[config.mk]
export PLATFORM = sky130hd
export DESIGN_NAME = router_input_rr_arbiter
export DESIGN_NICKNAME = d
export VERILOG_FILES = /design/src/rtl/router_input_rr_arbiter_pkg.sv /design/src/rtl/router_input_rr_arbiter_sel.sv /design/src/rtl/router_input_rr_arbiter.sv
export SDC_FILE = /design/constraint.sdc
export NUM_CORES = 1
export LEC_CHECK = 0
export BUFFER_PORTS_ARGS = -buffer_cell sky130_fd_sc_hd__buf_2
export CORE_UTILIZATION = 45
export DETAILED_ROUTE_END_ITERATION = 8
export GPL_TIMING_DRIVEN = 0
export PLACE_DENSITY_LB_ADDON = 0.3
export SETUP_SLACK_MARGIN = 0.05
export SYNTH_ARGS = -nofsm -noshare
export SYNTH_HDL_FRONTEND = slang
export SYNTH_SLANG_ARGS = --single-unit
export TNS_END_PERCENT = 5
[constraint.sdc]
create_clock -name clk -period 4.3 [get_ports clk]
set_input_delay 0 -clock clk [delete_from_list [all_inputs] [get_ports clk]]
set_output_delay 0 -clock clk [all_outputs]
set_load 0.03 [all_outputs]
[src/rtl/router_input_rr_arbiter_pkg.sv]
// Shared types for the router input round-robin arbiter: buffer state
// encoding and the priority-pointer advance rule.
package router_input_rr_arbiter_pkg;

    typedef enum logic {
        ST_EMPTY = 1'b0,
        ST_FULL  = 1'b1
    } buf_state_e;

    // Pointer moves to the requester just after the winner, wrapping at n-1.
    function automatic int rr_next(input int idx, input int n);
        if (idx == n - 1) begin
            return 0;
        end else begin
            return idx + 1;
        end
    endfunction

endpackage

[src/rtl/router_input_rr_arbiter_sel.sv]
// Combinational rotating-priority selector: first asserted request at or
// after ptr, wrapping around, reported as one-hot, index and any.
module rr_priority_sel #(
    parameter int p_ninputs = 4,
    parameter int p_pw      = $clog2(p_ninputs)
) (
    input  logic [p_ninputs-1:0] req,
    input  logic [p_pw-1:0]      ptr,
    output logic [p_ninputs-1:0] grant,
    output logic [p_pw-1:0]      index,
    output logic                 any
);

    // Scan ptr, ptr+1, ... and latch the first hit; later hits are masked by any.
    always_comb begin
        int  pos_s;
        logic hit_s;
        grant = '0;
        index = '0;
        any   = 1'b0;
        pos_s = 0;
        hit_s = 1'b0;
        for (int k = 0; k < p_ninputs; k++) begin
            if (int'(ptr) + k >= p_ninputs) begin
                pos_s = int'(ptr) + k - p_ninputs;
            end else begin
                pos_s = int'(ptr) + k;
            end
            hit_s        = req[pos_s] & ~any;
            grant[pos_s] = grant[pos_s] | hit_s;
            index        = hit_s ? p_pw'(pos_s) : index;
            any          = any | hit_s;
        end
    end

endmodule

[src/rtl/router_input_rr_arbiter.sv]
// Round-robin arbiter feeding a one-entry output register in front of the
// router input port; sustains one packet per cycle.
module router_input_rr_arbiter
    import router_input_rr_arbiter_pkg::*;
#(
    parameter int p_nbits   = 32,
    parameter int p_ninputs = 4
) (
    input  logic                         clk,
    input  logic                         reset,
    input  logic                         in_val [p_ninputs],
    input  logic [p_nbits-1:0]           in_msg [p_ninputs],
    output logic                         in_rdy [p_ninputs],
    output logic                         out_val,
    output logic [p_nbits-1:0]           out_msg,
    input  logic                         out_rdy,
    output logic [$clog2(p_ninputs)-1:0] grant_id
);

    localparam int PW = $clog2(p_ninputs);

    buf_state_e             state_r;
    buf_state_e             state_next_s;
    logic [PW-1:0]          ptr_r;
    logic [p_ninputs-1:0]   req_s;
    logic [p_ninputs-1:0]   grant_s;
    logic [PW-1:0]          sel_index_s;
    logic                   any_s;
    logic                   can_load_s;
    logic                   load_s;

    // Flatten per-requester valids for the selector.
    always_comb begin
        req_s = '0;
        for (int i = 0; i < p_ninputs; i++) begin
            req_s[i] = in_val[i];
        end
    end

    rr_priority_sel #(
        .p_ninputs (p_ninputs),
        .p_pw      (PW)
    ) u_sel (
        .req   (req_s),
        .ptr   (ptr_r),
        .grant (grant_s),
        .index (sel_index_s),
        .any   (any_s)
    );

    // Slot is free if empty, or if the router drains it this same cycle.
    always_comb begin
        can_load_s = (state_r == ST_EMPTY) | out_rdy;
        load_s     = can_load_s & any_s;
    end

    // Ready goes only to the selected requester, and only when a load can happen.
    always_comb begin
        for (int i = 0; i < p_ninputs; i++) begin
            in_rdy[i] = can_load_s & any_s & grant_s[i];
        end
    end

    // Buffer state register.
    always_ff @(posedge clk) begin
        if (reset) begin
            state_r <= ST_EMPTY;
        end else begin
            state_r <= state_next_s;
        end
    end

    // Buffer next state: a load always leaves it full, a drain without load empties it.
    always_comb begin
        state_next_s = state_r;
        case (state_r)
            ST_EMPTY: begin
                if (any_s) begin
                    state_next_s = ST_FULL;
                end else begin
                    state_next_s = ST_EMPTY;
                end
            end
            ST_FULL: begin
                if (out_rdy && !any_s) begin
                    state_next_s = ST_EMPTY;
                end else begin
                    state_next_s = ST_FULL;
                end
            end
            default: state_next_s = ST_EMPTY;
        endcase
    end

    // Valid to the router is the buffer occupancy.
    always_comb begin
        out_val = (state_r == ST_FULL);
    end

    // Packet, winner id and priority pointer; all held unless a new packet loads.
    always_ff @(posedge clk) begin
        if (reset) begin
            out_msg  <= '0;
            grant_id <= '0;
            ptr_r    <= '0;
        end else if (load_s) begin
            out_msg  <= in_msg[sel_index_s];
            grant_id <= sel_index_s;
            ptr_r    <= PW'(rr_next(int'(sel_index_s), p_ninputs));
        end else begin
            out_msg  <= out_msg;
            grant_id <= grant_id;
            ptr_r    <= ptr_r;
        end
    end

endmodule

==> results of run 1 <==
-- what timing repair did --
item / CTS / global route
endpoints found under the setup margin: 3 / 26
pin swaps: 0 / 1
resized for setup: 1 / 7
-- logic make-up after synthesis --
kind of cell	count (synthesis)	share of synthesized area (%)
flops	37	24.8
mux	79	28.5
buf+inv	38	6.75
compound gates	74	21.4
simple gates	79	16.3
xor+xnor	2	0.587
fa+ha+maj	4	1.68
-- worst register-to-register path: stages, from the launching register on --
cell and delay (ns):
dfxtp_1 0.37, buf_4 0.20, clkbuf_2 0.24, inv_1 0.18, ha_1 0.31, buf_2 0.18, mux2_2 0.38, or3_4 0.36
a21o_1 0.25, o21ai_2 0.49, nor2_1 0.12, nand2b_1 0.19, buf_2 0.28, o221ai_1 0.15
-- flip-flops by register name, summed over array words and instances, names as in the netlist, named ones only --
signal	count
grant_id	2
out_msg	32
ptr_r	1
out_val	1
-- through the flow --
step / area, µm² / utilization (%)
after floorplan: 2980 / -
after global placement: 3950 / 61.8
after detailed placement: 3950 / 61.8
after CTS: 4050 / 63.3
after global routing: 4070 / 63.7
final: 4070 / 63.7
-- power groups by stage --
stage          registers (W)  clock network [W]  logic, W
4_1_cts             0.000535           0.000267   0.00218
6_report            0.000536           0.000263   0.00223
3_3_place_gp        0.000539                  0   0.00214
3_5_place_dp        0.000540                  0   0.00217
5_1_grt             0.000551           0.000284   0.00238
2_1_floorplan       0.000754                  0   0.00144
-- layer usage --
metal | GRT usage (%) | part of all wire (%) | wire length [µm]
met5 | 0 | 0 | 0
met4 | 8.78 | 2.0 | 196
met3 | 5.57 | 6.4 | 618
met1 | 34.0 | 41 | 3970
met2 | 47.5 | 50 | 4850
-- cell usage after synthesis, types with 4 or more instances --
library cell / n / share of area, %
inv_1: 5 / 0.63
nand3b_1: 34 / 8.6
a21o_1: 4 / 1.0
o221ai_1: 32 / 9.4
clkbuf_1: 16 / 2.0
buf_6: 4 / 1.5
nand2_1: 14 / 1.8
a221oi_1: 5 / 1.5
dfxtp_1: 37 / 25
o211ai_1: 4 / 1.0
buf_2: 11 / 1.8
nand2b_1: 4 / 0.84
mux2i_1: 71 / 24
mux4_2: 4 / 3.0
ha_1: 4 / 1.7
nor2_1: 13 / 1.6
-- final cells by class --
cell class	instances	area (µm²)
clock inverters	2	13.8
fillers	562	2320
repair buffers	173	866
well taps	77	96.3
clock buffers	6	82.6
inverters	5	18.8
flip-flops and latches	37	741
multi-input cells	238	2060
plain buffers	33	185
-- cells in the final DEF, fill, tap and decap left out, drive strengths merged, types with 2 or more instances in the layout --
| master | netlist | final |
|---|---|---|
| buf | 17 | 190 |
| mux2i | 71 | 71 |
| dfxtp | 37 | 37 |
| nand3b | 34 | 34 |
| o221ai | 32 | 32 |
| clkbuf | 16 | 22 |
| nand2 | 14 | 14 |
| nor2 | 13 | 13 |
| inv | 5 | 5 |
| a221oi | 5 | 5 |
| mux4 | 4 | 4 |
| a21o | 4 | 4 |
| nand2b | 4 | 4 |
| o211ai | 4 | 4 |
| ha | 4 | 4 |
| mux2 | 4 | 4 |
| nand3 | 3 | 3 |
| nor2b | 3 | 3 |
| a211oi | 3 | 3 |
| a32oi | 3 | 3 |
| a2111oi | 3 | 3 |
| a21oi | 3 | 3 |
| o21ai | 3 | 3 |
| a21bo | 2 | 2 |
| nand4b | 2 | 2 |
| xnor2 | 2 | 2 |
| o311ai | 2 | 2 |
| clkinv | 0 | 2 |
-- path summary, 6_finish.rpt --
path                             startpoint           to  slack [ns]
worst max-delay path              flip-flop    in_rdy[1]        0.15
worst min-delay path              in_msg[0]   out_msg[0]       0.005
worst max register to register    flip-flop   out_msg[5]        0.46
worst min register to register  grant_id[0]  grant_id[0]        0.49
==> impl_metrics.py, run 1 <==
metrics = {
    "floorplan": {
        "core_um2": 6390,
        "die_height_um": 83.4,
        "ioPinCount": 174,
        "initial_core_util_pct": 46.7,
        "row_count": 29,
        "dieArea_um2": 6960,
        "fp.dieW_um": 83.4,
    },
    "placed_design": {
        "place.detailed.hpwl_um": 7450,
        "pre_cts_ws_ns": 0.260,
        "gp_congestion": 0.867,
        "dp.cells": 563,
        "portBuffers": 173,
    },
    "global_routing": {
        "track_usage_pct": 27.4,
        "first_global_vias": 3134,
        "grt_pass1_wl_um": 15300,
        "grt_overflow": 0,
        "antenna_found_initial": 0,
        "grt_max_degree": 13,
    },
    "min_path": {
        "hold_path_depth": 3,
        "hp-class": "input port to flip-flop",
    },
    "critical_path": {
        "cp_max_fo": 10,
        "cp_slowest_cell": "a2111oi_0",
        "critPathCaptureType": "primary output",
        "timing.critical_path.buf_inv": 5,
        "start_kind": "flip-flop",
        "crit_required_ns": 4.30,
        "cp.depth": 12,
        "path_class": "flip-flop to primary output",
        "rr_worst_depth": 13,
        "path_cells": "buf_4 > clkbuf_2 > inv_1 > ha_1 > buf_2 > mux4_2 > mux2_4 > a2111oi_0 > a2111oi_4 > nand3_1 > mux2i_1 > buf_2",
        "crit_family": "buffers and inverters",
        "critPathMaxStageDelay_ns": 0.91,
        "cpMostUsedCell": "buf_2",
        "critPathArrivalTime_ns": 4.15,
    },
    "power": {
        "peakVddDrop_mv": 0.359,
        "switching_share_pct": 50.2,
        "p_seq_share_pct": 17.7,
        "p_total_w": 0.00302,
        "leakage_nw": 2.05,
        "power.density_nw_per_um2": 744,
        "p_sw_w": 0.00152,
        "p_int_w": 0.00151,
        "combPwrFrac_pct": 73.6,
        "clockPowerShare_pct": 8.7,
    },
    "clock_network": {
        "post_cts_buffers": 0,
        "htree_levels": 2,
        "worstSkewPairLatency_ns": 0.30,
        "clock_sinks": 37,
        "cts_tree": "done",
        "clock_path_buffers": 2,
        "cts-root-buf": "clkbuf_8",
        "cts_buffers": 5,
        "cts_hold_buf": 0,
        "clk_pin_slew_ns": 0.08,
    },
    "run": {
        "drv_cap": 0,
    },
    "detailed_routing": {
        "antenna_left": 0,
        "drt_first_pass_iters": 5,
        "vias_per_cell": 5.88,
        "drt_wl_total_um": 9640,
        "vias": 3357,
        "drt-initial-drc-count": 272,
        "drc": 0,
        "wl_per_cell_um": 16.9,
    },
    "synth": {
        "synth_area_um2": 2980,
        "syn-instance-count": 313,
        "post_synth.cell_area_avg_um2": 9.53,
        "syn_nets": 452,
        "ys_ff_latch": 37,
        "synthFlopType": "dfxtp_1",
        "synth_async_sr_flop_share_pct": 0,
        "ys_seq_area_share_pct": 24.8,
        "synth_edf_count": 0,
        "ys_types": 52,
        "ys_warn_count": 0,
    },
    "timing": {
        "min_period_ns": 4.15,
        "fin_hold_ws_ns": 0.00512,
        "max_freq_mhz": 241,
        "setup_viol": 0,
        "worst_slack_ns": 0.153,
        "max_slew_margin_pct": 31.2,
        "final_max_slew_viol_count": 0,
        "period_share_pct": 96.5,
        "finalHoldViolCount": 0,
        "setup_tns_ns": 0,
        "worst-slew-pin-transition_ns": 1.01,
        "skew_ns": 0.0103,
    },
    "layout": {
        "drive_above_1_share_pct": 44.1,
        "fin_cells": 571,
        "final_net_count": 632,
        "n_antenna_cell": 0,
        "area_delta_synth_final_pct": 36.3,
    },
    "run_status": {
        "status": "finished, final reports clean",
    },
}
Power figures use the tool's default switching activity.
==> inputs of run 2 (changes only) <==
Settings changed: HOLD_SLACK_MARGIN set to 0.03.
==> run 2 against run 1 <==
Combinational power up 4%. Critical endpoint unchanged. Sequential share of layout area shrank 2.3 points. Critical path depth did not move. Count of clock-buffer cells in the layout did not move.
==> impl_metrics.py, run 2 (same netlist as run 1, synthesis figures left out) <==
metrics = {
    "layout": {
        "final_net_count": 692,
        "drive_above_1_share_pct": 39.4,
        "n_antenna_cell": 0,
        "final_common_cell": "buf_2",
        "finish.instance_area_um2": 4670,
        "largestRegisters": "out_msg: 32 flops, grant_id: 2 flops",
        "area_delta_synth_final_pct": 56.5,
        "fin_util_pct": 73.1,
        "mostFrequentLayoutCells": "buf_2, mux2i_1, dlygate4sd3_1, dfxtp_1, nand3b_1",
        "regMostFlops": "out_msg",
        "largest_reg_flops": 32,
        "nFillCells": 456,
    },
    "critical_path": {
        "start_kind": "flip-flop",
        "cp_max_fo": 10,
        "path_class": "flip-flop to primary output",
        "critPathMaxStageDelay_ns": 0.89,
        "crit_required_ns": 4.30,
        "cp_slowest_cell": "a2111oi_0",
        "critPathCaptureType": "primary output",
        "rr_worst_depth": 13,
        "path_cells": "buf_4 > clkbuf_2 > inv_1 > ha_1 > buf_2 > mux4_2 > mux2_4 > a2111oi_0 > a2111oi_4 > nand3_1 > mux2i_1 > buf_2",
        "critPathArrivalTime_ns": 4.13,
        "cpMostUsedCell": "buf_2",
    },
    "floorplan": {
        "fp.dieW_um": 83.4,
        "die_height_um": 83.4,
        "core_um2": 6390,
        "ioPinCount": 174,
        "initial_core_util_pct": 46.7,
        "dieArea_um2": 6960,
        "row_count": 29,
    },
    "run_status": {
        "status": "finished, final reports clean",
    },
    "timing": {
        "fin_hold_ws_ns": 0.0259,
        "setup_tns_ns": 0,
        "max_slew_margin_pct": 33.5,
        "period_share_pct": 96.1,
        "setup_viol": 0,
        "max_freq_mhz": 242,
        "worst_slack_ns": 0.169,
        "skew_ns": 0.0128,
        "worst-slew-pin-transition_ns": 0.973,
        "final_max_slew_viol_count": 0,
        "min_period_ns": 4.13,
        "finalHoldViolCount": 0,
    },
    "clock_network": {
        "clock_sinks": 37,
        "htree_levels": 2,
        "cts_buffers": 5,
        "clk_pin_slew_ns": 0.08,
        "cts-root-buf": "clkbuf_8",
        "worstSkewPairLatency_ns": 0.30,
        "clock_path_buffers": 2,
        "cts_tree": "done",
    },
    "min_path": {
        "hold_path_depth": 3,
        "hp-class": "input port to flip-flop",
    },
    "power": {
        "peakVddDrop_mv": 0.367,
        "power.density_nw_per_um2": 675,
        "leakage_nw": 2.30,
    },
    "placed_design": {
        "pre_cts_ws_ns": 0.260,
        "place.detailed.hpwl_um": 7450,
        "place_area_um2": 3950,
        "portBuffers": 173,
        "gp_congestion": 0.867,
    },
    "global_routing": {
        "track_usage_pct": 34.7,
        "grt_pass1_wl_um": 19000,
        "grt_overflow": 0,
        "antenna_found_initial": 0,
        "first_global_vias": 3732,
        "grt_max_degree": 13,
    },
    "detailed_routing": {
        "drt_first_pass_iters": 5,
        "wl_per_cell_um": 20.2,
        "vias": 3775,
        "vias_per_cell": 5.98,
        "drc": 0,
        "drt-initial-drc-count": 359,
        "antenna_left": 0,
        "drt_wl_total_um": 12700,
    },
    "run": {
        "drv_cap": 0,
    },
}
[run 2: cell types whose count changed in the layout (fill, tap and decap cells not counted)]
cell	before	now
dlygate4sd3_1	0	60
[run 2: where the power goes]
group	internal [W]	leakage (nW)	switching, W
combinational	0.000948	1.95	0.00139
sequential	0.000470	0.307	0.0000764
clock	0.000130	0.0512	0.000139
total	0.00155	2.30	0.00160
[run 2: worst paths after layout]
path,from,to,slack (ns)
max reg2reg,flip-flop,out_msg[31],0.25
max,flip-flop,in_rdy[1],0.17
min,in_msg[56],out_msg[24],0.03
min reg2reg,grant_id[0],grant_id[0],0.50
[run 2: repair_timing]
item                                    CTS  global route
pin swaps                                 0             1
setup buffers                             0             0
gates resized for setup                   1             7
endpoints found under the setup margin    3            28
hold buffers                             58             2
endpoints found under the hold margin    22             1
[run 2: metal layers]
metal  part of all wire [%]  track usage [%]
met5                      0                0
met4                    4.8             19.0
met3                    8.0             8.55
met2                     50             59.5
met1                     37             39.6
[run 2: final cells by class]
type                       count  area [µm²]  share of cell area, %
multi-input combinational    238        2060                   44.2
clock buffer                   6        82.6                   1.77
buffer                        33         185                   3.97
timing repair buffer         233        1470                   31.4
clock inverter                 2        13.8                  0.295
inverter                       5        18.8                  0.402
tap                           77        96.3                   2.06
sequential                    37         741                   15.9
[run 2: metrics by stage]
step,std cells,total power (W)
global route,631,0.00330
floorplan,313,0.00219
CTS,629,0.00303
finish,631,0.00315
global placement,563,0.00268
detailed placement,563,0.00271
[run 2: critical path, delay by kind of cell (launching register included)]
| kind | cells | cell delay, ns |
|---|---|---|
| buf+inv | 5 | 1.00 |
| mux | 3 | 1.00 |
| simple gates | 1 | 0.18 |
| compound gates | 2 | 0.95 |
| fa+ha+maj | 1 | 0.31 |
| flops | 1 | 0.38 |
==> inputs of run 3 (changes only) <==
Settings changed: CELL_PAD_IN_SITES_DETAIL_PLACEMENT set to 1, CELL_PAD_IN_SITES_GLOBAL_PLACEMENT set to 1, CORE_UTILIZATION 45 to 32.
==> run 3 against run 2 <==
The flow now finishes with violations (DRC). Clock skew shrank 0.0043 ns. Core utilization decreased by 20 points. Sequential share of layout area decreased by 0.18 points. Global-route usage is 5.5 points lower. Via count fell by 0.85%. Non-clock buffer count rose by 4. Combinational power grew 8%. Fmax decreased by 0.54%. Register-to-register slack worse by 0.10 ns. Die area rose by 40%. Total power is 5.9% higher. Sequential power about the same. Largest power group unchanged. Highest routed layer unchanged.
==> impl_metrics.py, run 3 (same netlist as run 1, synthesis figures left out) <==
metrics = {
    "layout": {
        "nFillCells": 1075,
        "mostFrequentLayoutCells": "buf_2, mux2i_1, dlygate4sd3_1, dfxtp_1, nand3b_1",
        "largest_reg_flops": 32,
        "largestRegisters": "out_msg: 32 flops, grant_id: 2 flops",
        "fin_cells": 666,
        "drive_above_1_share_pct": 40.5,
        "regMostFlops": "out_msg",
        "final_common_cell": "buf_2",
        "area_delta_synth_final_pct": 58.5,
        "n_antenna_cell": 0,
        "final_net_count": 696,
    },
    "floorplan": {
        "core_um2": 8890,
        "ioPinCount": 174,
        "fp.dieW_um": 98.5,
        "row_count": 34,
        "die_height_um": 98.5,
        "initial_core_util_pct": 33.5,
        "dieArea_um2": 9710,
    },
    "critical_path": {
        "path_class": "flip-flop to flip-flop",
        "cp_max_fo": 10,
        "regToRegSetupSlack_ns": 0.15,
        "crit_required_ns": 4.48,
        "critPathCaptureType": "flip-flop",
        "critPathArrivalTime_ns": 4.33,
        "start_kind": "flip-flop",
    },
    "timing": {
        "min_period_ns": 4.15,
        "finalHoldViolCount": 0,
        "skew_ns": 0.00852,
        "max_slew_margin_pct": 55.1,
        "setup_viol": 0,
        "worst-slew-pin-transition_ns": 0.664,
        "worst_slack_ns": 0.146,
        "max_freq_mhz": 241,
        "rsz0062_at_grt": "false",
        "period_share_pct": 96.6,
        "setup_tns_ns": 0,
        "final_max_slew_viol_count": 0,
        "fin_hold_ws_ns": 0.0233,
    },
    "detailed_routing": {
        "drc": 7,
        "antenna_left": 0,
        "drt_wl_total_um": 14300,
        "wl_per_cell_um": 21.4,
        "vias": 3743,
        "drt_first_pass_iters": 6,
        "vias_per_cell": 5.62,
        "drt-initial-drc-count": 173,
    },
    "power": {
        "peakVddDrop_mv": 0.284,
        "p_seq_share_pct": 16.3,
        "p_int_w": 0.00166,
        "leakage_nw": 2.31,
        "switching_share_pct": 50.1,
        "combPwrFrac_pct": 75.6,
        "power.density_nw_per_um2": 705,
        "p_sw_w": 0.00167,
        "clockPowerShare_pct": 8.1,
    },
    "clock_network": {
        "cts_buffers": 5,
        "clock_sinks": 37,
        "clk_pin_slew_ns": 0.09,
        "htree_levels": 2,
        "cts-root-buf": "clkbuf_8",
        "worstSkewPairLatency_ns": 0.31,
        "clock_path_buffers": 2,
        "cts_tree": "done",
    },
    "min_path": {
        "hp-class": "input port to flip-flop",
    },
    "global_routing": {
        "grt_pass1_wl_um": 21700,
        "grt_max_degree": 14,
        "grt_overflow": 0,
        "track_usage_pct": 29.3,
        "antenna_found_initial": 0,
        "first_global_vias": 4145,
    },
    "placed_design": {
        "gp_congestion": 0.836,
        "dp.cells": 594,
        "pre_cts_ws_ns": 0.242,
        "portBuffers": 173,
        "place.detailed.hpwl_um": 9040,
    },
    "run": {
        "drv_cap": 0,
    },
    "run_status": {
        "status": "complete, but fails checks",
        "violations": "DRC",
    },
}
## run 3: per-layer routing
layer  up-vias  track usage [%]  share of wire [%]
met1      1795             30.6                 37
met4         0             17.5                5.0
met2       176             54.2                 53
met5         -                0                  0
met3        49             5.67                5.7
li1       1723                -                  -
## run 3: critical path, cell delays in order, from the launching register on
cell and delay [ns]:
dfxtp_1 0.38, buf_6 0.17, buf_6 0.16, clkinvlp_4 0.13, ha_1 0.30, clkbuf_4 0.18
mux2_2 0.37, or3_4 0.37, a21o_1 0.26, a32oi_2 0.27, buf_2 0.40, mux2i_1 0.32
dlygate4sd3_1 0.60, o221ai_1 0.11
## run 3: power by group through the flow
stage | registers (W) | clock network (W) | logic, W
final | 0.000545 | 0.000270 | 0.00252
after floorplan | 0.000754 | 0 | 0.00144
after global routing | 0.000557 | 0.000284 | 0.00267
after global placement | 0.000536 | 0 | 0.00217
after CTS | 0.000538 | 0.000272 | 0.00238
after detailed placement | 0.000544 | 0 | 0.00222
## run 3: area by class of cell
| class | instances | area, µm² | share of cell area, % |
|---|---|---|---|
| multi-input cells | 238 | 2050 | 43.3 |
| repair buffers | 237 | 1490 | 31.6 |
| flip-flops and latches | 37 | 742 | 15.7 |
| plain buffers | 33 | 198 | 4.18 |
| well taps | 108 | 135 | 2.86 |
| clock buffers | 5 | 68.8 | 1.46 |
| inverters | 5 | 22.5 | 0.476 |
| clock inverters | 3 | 21.3 | 0.450 |
## run 3: metrics by stage
step	utilization, %	area, µm²	power [W]
final	53.2	4730	0.00333
after global routing	53.2	4730	0.00351
after CTS	52.5	4670	0.00319
after detailed placement	44.8	3980	0.00277
after global placement	44.8	3980	0.00271
after floorplan	-	2980	0.00219
## run 3: worst paths after layout
kind,startpoint,to,cells after the start
min reg2reg,out_msg[16],out_msg[16],2
max,flip-flop,out_msg[24],13
min,in_msg[35],out_msg[3],3
max reg2reg,flip-flop,out_msg[24],13
## run 3: repair_timing
item,in CTS,in global routing
hold buffers,59,0
endpoints found under the setup margin,4,17
pin swaps,0,1
setup buffers,0,6
resized for setup,3,12
cloned,0,0
endpoints found under the hold margin,24,0
